`config.mk`:
```
export PLATFORM = sky130hd
export DESIGN_NAME = lcd_timing_controller
export DESIGN_NICKNAME = d
export VERILOG_FILES = /design/src/rtl/lcd_timing_controller.sv
export SDC_FILE = /design/constraint.sdc
export NUM_CORES = 1
export LEC_CHECK = 0
export BUFFER_PORTS_ARGS = -buffer_cell sky130_fd_sc_hd__buf_2
export CAP_MARGIN = 20
export CORE_ASPECT_RATIO = 0.9
export CORE_MARGIN = 2
export CORE_UTILIZATION = 60
export DETAILED_ROUTE_END_ITERATION = 8
export HOLD_SLACK_MARGIN = 0.06
export PLACE_DENSITY = 0.84
export SLEW_MARGIN = 20
export SYNTH_ARGS = -nofsm -noshare
export SYNTH_HDL_FRONTEND = slang
export SYNTH_SLANG_ARGS = --single-unit
export TNS_END_PERCENT = 30
```
`constraint.sdc`:
```
create_clock -name clock -period 4.3 [get_ports clock]
set_clock_uncertainty 0.05 [all_clocks]
set_input_delay 0.86 -clock clock [delete_from_list [all_inputs] [get_ports clock]]
set_output_delay 0.86 -clock clock [all_outputs]
set_load 0.05 [all_outputs]
```
`src/rtl/lcd_timing_controller.sv`:
```
// LCD scan timing generator: dot/line counters, PPU mode, LY, LY/LYC
// coincidence, pixel coordinate strobe and VBlank/STAT interrupt requests.
module lcd_timing_controller #(
    parameter int DOTS_PER_LINE = 456,
    parameter int OAM_DOTS      = 80,
    parameter int XFER_DOTS     = 172,
    parameter int FETCH_LEAD    = 12,
    parameter int VISIBLE_LINES = 144,
    parameter int TOTAL_LINES   = 154
) (
    input  logic       clock,
    input  logic       reset_n,
    input  logic       dot_en,
    input  logic       lcd_enable,
    input  logic [7:0] lyc,
    input  logic [3:0] stat_ie,
    output logic [7:0] ly,
    output logic [1:0] mode,
    output logic       coincidence,
    output logic       pixel_valid,
    output logic [7:0] pixel_x,
    output logic       line_start,
    output logic       frame_start,
    output logic       vblank_irq,
    output logic       stat_irq
);

    localparam logic [1:0] MODE_HBLANK = 2'd0;
    localparam logic [1:0] MODE_VBLANK = 2'd1;
    localparam logic [1:0] MODE_OAM    = 2'd2;
    localparam logic [1:0] MODE_XFER   = 2'd3;

    localparam logic [8:0] DOT_LAST     = 9'(DOTS_PER_LINE - 1);
    localparam logic [8:0] XFER_START   = 9'(OAM_DOTS);
    localparam logic [8:0] HBLANK_START = 9'(OAM_DOTS + XFER_DOTS);
    localparam logic [8:0] PIX_START    = 9'(OAM_DOTS + FETCH_LEAD);
    localparam logic [7:0] LINE_LAST    = 8'(TOTAL_LINES - 1);
    localparam logic [7:0] VBLANK_LINE  = 8'(VISIBLE_LINES);

    // p0: next counter values and their decode; p1: registered scan
    // position and outputs; p2: STAT line history and interrupt pulses.
    logic [8:0] dot_p0,  dot_p1;
    logic [7:0] line_p0, line_p1;
    logic [1:0] mode_p0, mode_p1;
    logic       pix_vld_p0;
    logic [7:0] pix_x_p0;
    logic       active_p1;   // counters are running (dot 0 already presented)
    logic       vld_p1;      // counters moved on the previous clock
    logic       stat_line;
    logic       stat_line_p2;

    function automatic logic [1:0] decode_mode(input logic [8:0] d, input logic [7:0] l);
        if (l >= VBLANK_LINE)
            return MODE_VBLANK;
        else if (d < XFER_START)
            return MODE_OAM;
        else if (d < HBLANK_START)
            return MODE_XFER;
        else
            return MODE_HBLANK;
    endfunction

    // Next-state: advance dot/line; the first dot after enable or reset is line 0, dot 0.
    always_comb begin
        dot_p0  = dot_p1;
        line_p0 = line_p1;
        if (!active_p1) begin
            dot_p0  = '0;
            line_p0 = '0;
        end else if (dot_p1 == DOT_LAST) begin
            dot_p0  = '0;
            line_p0 = (line_p1 == LINE_LAST) ? 8'd0 : line_p1 + 8'd1;
        end else begin
            dot_p0 = dot_p1 + 9'd1;
        end
        mode_p0 = decode_mode(dot_p0, line_p0);
    end

    // Output decode: pixel strobe for the upcoming dot and the current STAT line level.
    always_comb begin
        pix_vld_p0 = (mode_p0 == MODE_XFER) && (dot_p0 >= PIX_START);
        pix_x_p0   = pix_vld_p0 ? 8'(dot_p0 - PIX_START) : 8'd0;
        stat_line  = active_p1 &
                     ((stat_ie[3] & (line_p1 == lyc)) |
                      (stat_ie[2] & (mode_p1 == MODE_OAM)) |
                      (stat_ie[1] & (mode_p1 == MODE_VBLANK)) |
                      (stat_ie[0] & (mode_p1 == MODE_HBLANK)));
    end

    // State register: scan position, mode and per-dot outputs, updated on dot strobes.
    always_ff @(posedge clock or negedge reset_n) begin
        if (!reset_n) begin
            dot_p1      <= '0;
            line_p1     <= '0;
            mode_p1     <= MODE_HBLANK;
            active_p1   <= 1'b0;
            vld_p1      <= 1'b0;
            pixel_valid <= 1'b0;
            pixel_x     <= '0;
            line_start  <= 1'b0;
            frame_start <= 1'b0;
        end else if (!lcd_enable) begin
            dot_p1      <= '0;
            line_p1     <= '0;
            mode_p1     <= MODE_HBLANK;
            active_p1   <= 1'b0;
            vld_p1      <= 1'b0;
            pixel_valid <= 1'b0;
            pixel_x     <= '0;
            line_start  <= 1'b0;
            frame_start <= 1'b0;
        end else if (dot_en) begin
            dot_p1      <= dot_p0;
            line_p1     <= line_p0;
            mode_p1     <= mode_p0;
            active_p1   <= 1'b1;
            vld_p1      <= 1'b1;
            pixel_valid <= pix_vld_p0;
            pixel_x     <= pix_x_p0;
            line_start  <= (dot_p0 == 9'd0);
            frame_start <= (dot_p0 == 9'd0) && (line_p0 == 8'd0);
        end else begin
            vld_p1      <= 1'b0;
            line_start  <= 1'b0;
            frame_start <= 1'b0;
        end
    end

    // Interrupts: STAT rising-edge detect, VBlank entry pulse, LY/LYC compare.
    always_ff @(posedge clock or negedge reset_n) begin
        if (!reset_n) begin
            coincidence  <= 1'b0;
            stat_line_p2 <= 1'b0;
            stat_irq     <= 1'b0;
            vblank_irq   <= 1'b0;
        end else begin
            coincidence <= (line_p1 == lyc);
            if (!lcd_enable) begin
                stat_line_p2 <= 1'b0;
                stat_irq     <= 1'b0;
                vblank_irq   <= 1'b0;
            end else begin
                stat_line_p2 <= stat_line;
                stat_irq     <= stat_line & ~stat_line_p2;
                vblank_irq   <= vld_p1 && (line_p1 == VBLANK_LINE) && (dot_p1 == 9'd0);
            end
        end
    end

    assign ly   = line_p1;
    assign mode = mode_p1;

endmodule

```
==> results.cfg <==
[timing]
hold_viol_final = 0
drv_slew = 0
maxSlewHeadroom_pct = 47.6
max_freq_mhz = 346
fin_setup_tns_ns = 0
post-route-period-util_pct = 67.2
rsz0062_at_grt = no
finalSetupViolations = 0
max_slew.worst_pin.slew_ns = 0.786
fin_crit_ns = 2.89

[synth]
synth_fa_ha_area_share_pct = 3.51
synth_compound_area_share_pct = 20.8
yosys_warnings = 0
synth_top_area_share_pct = 36.1
synthXorXnorAreaFrac_pct = 5.92
yosys.area.top_type = dfrtp_1
synth_edf_count = 0
netlist_area_mm2 = 0.00249
syn-instance-count = 276
synthArstFlopShare_pct = 100
syn_area_per_cell_um2 = 9.03
yosysUniqueCellTypes = 58
ys.flop_type = dfrtp_1
ys_seq_elements = 36
synth.yosys.seq_area_share_pct = 36.1
synth_nets = 299
ys_top_cells_by_area = dfrtp_1 36%, nand2_1 5.4%, xnor2_1 3.9%
yosys.area_share.simple_pct = 26.0
synth_mux_area_share_pct = 0.803
synth_top_family_by_area = simple AND/OR/NAND/NOR gates

[pwr]
p_sw_mw = 0.170
p_comb_share_pct = 8.7
netSwitchingFraction_pct = 24.2
pwr-share-seq_pct = 49.5
power-per-cell-area_mw_per_mm2 = 257
total_power_mw = 0.702
intPower_mw = 0.532
irDropWorstVdd_uv = 253
p_clk_share_pct = 41.9
leakagePower_nw = 1.18

[final_layout]
final_cell_mix = 39 x buf_2, 36 x nand2_1, 36 x dfrtp_1
final_common_cell = buf_2
n_antenna_cell = 0
area_growth_pct = 9.53
final_cells = 355
fin_area_mm2 = 0.00273
post-route-util_pct = 67.5
drive_above_1_share_pct = 19.9
final_nets = 329
fillers = 340

[route]
antenna_left = 0
via_per_inst = 6.25
drcViolationCount = 0
finalWirelength_um = 5630
drt_iter0_drc = 201
vias = 2217
wl_per_cell_um = 15.9
dr.pass1.iters = 5

[clock_network]
cts_setup_buffers = 0
clk_pin_slew_worst_paths_ns = 0.07
cts_tree = done
clkSinkCount = 36
cts_resized = 0
ctsHoldBuffers = 0
htreeDepth = 2
clockRootBuffer = clkbuf_8
clk_latency_ns = 0.29
cts_buffer_depth = 2
cts_buffers = 5

[floorplanning]
die-area_mm2 = 0.00469
io_pins = 40
die_w_um = 72.0
die_h_um = 65.2
core_area_mm2 = 0.00405
row_count = 22
start_util_pct = 61.6

[placed_design]
placedCellCount = 347
gp_congestion = 0.885
hpwl_um = 3970
io_buffers = 39
placed_area_mm2 = 0.00262

[critical_path]
required_ns = 4.42
worstSetupStartpointType = flip-flop
cp-end-kind = flip-flop
critPathKind = flip-flop to flip-flop
crit_path_max_fanout = 9
worstPathArrival_ns = 3.00

[global_routing]
grt_usage_pct = 25.8
antenna_found_initial = 0
grt_pass1_vias = 1978
overflow = 0
grt_pass1_wl_um = 9520
grt_max_degree = 37

[run]
drv_cap = 0

[worst_hold_path]
worstHoldPathType = flip-flop to flip-flop

[outcome]
status = complete, no violations
## routing by layer
layer  wire, um  GRT usage (%)
met4         75           8.02
met5          0              0
met3        362           4.45
met1       2670           39.6
met2       2520           37.0
## synthesized netlist by cell type, drive strengths merged, types with 2 or more instances
| master | count |
|---|---|
| or4b | 2 |
| nand2b | 6 |
| a31oi | 5 |
| nor4 | 6 |
| xor2 | 5 |
| dfrtp | 36 |
| nand4 | 11 |
| nor2 | 9 |
| and3 | 2 |
| clkbuf | 5 |
| o21ai | 21 |
| o211ai | 3 |
| or3 | 9 |
| buf | 11 |
| a21o | 2 |
| and2 | 3 |
| o31ai | 8 |
| nand3 | 14 |
| nor3 | 8 |
| mux2i | 2 |
| nor2b | 3 |
| a22o | 2 |
| inv | 10 |
| xnor2 | 11 |
| a21boi | 9 |
| ha | 7 |
| o21a | 8 |
| nand2 | 36 |
| a21oi | 6 |
## layout make-up
| cell class | instances | area [um^2] | share of cell area (%) |
|---|---|---|---|
| Tap cell | 48 | 60.1 | 2.20 |
| Inverter | 10 | 37.5 | 1.37 |
| Clock inverter | 3 | 42.5 | 1.56 |
| Sequential cell | 36 | 901 | 33.0 |
| Clock buffer | 5 | 68.8 | 2.52 |
| Multi-Input combinational cell | 214 | 1430 | 52.2 |
| Timing Repair Buffer | 39 | 195 | 7.15 |
## path summary, 6_finish.rpt
check                           slack (ns)          end  cells after the start         start
worst max-delay path                  1.41   pixel_x[7]                      9     dot_p1[0]
worst min-delay path                  0.37     stat_irq                      1  stat_line_p2
worst max register to register        1.41   pixel_x[7]                      9     dot_p1[0]
worst min register to register        0.37     stat_irq                      1  stat_line_p2
max in group asynchronous             3.10  coincidence                      1       reset_n
min in group asynchronous             0.60    dot_p1[3]                      1       reset_n
## kinds of logic (layout without fill, tap and decap cells)
| logic type | Yosys count | after routing |
|---|---|---|
| XOR/XNOR | 16 | 16 |
| buffers and inverters | 26 | 57 |
| AO/OA/AOI/OAI | 73 | 73 |
| AND/OR/NAND/NOR | 116 | 116 |
| flip-flops | 36 | 36 |
| adder cells (fa/ha/maj) | 7 | 7 |
| multiplexers | 2 | 2 |
## registers in the layout (all words and copies together), names as in the netlist
name	cells
frame_start	1
stat_line_p2	1
vld_p1	1
active_p1	1
mode	2
pixel_x	8
ly	8
line_start	1
coincidence	1
vblank_irq	1
dot_p1	9
stat_irq	1
pixel_valid	1
## critical path: stages (launching register included)
cell	delay (ns)
dfrtp_1	0.44
ha_1	0.28
nand4_1	0.31
o21ai_2	0.44
nor2_1	0.15
ha_1	0.26
and3_1	0.15
o31a_1	0.28
o21ai_2	0.29
o31ai_1	0.13
## per-stage QoR
stage | hold WS (ns) | setup slack [ns]
after global placement | 0.342 | 1.49
after detailed placement | 0.374 | 1.45
final | 0.370 | 1.41
after CTS | 0.374 | 1.43
after global routing | 0.388 | 1.21
after floorplan | 0.335 | 1.64
## power groups by stage
stage	logic (mW)	clock network (mW)	registers, mW
global route	0.0676	0.315	0.348
global placement	0.0602	0	0.354
floorplan	0.0304	0	0.361
finish	0.0608	0.294	0.347
detailed placement	0.0609	0	0.354
CTS	0.0610	0.299	0.347
Power figures use the tool's default switching activity.
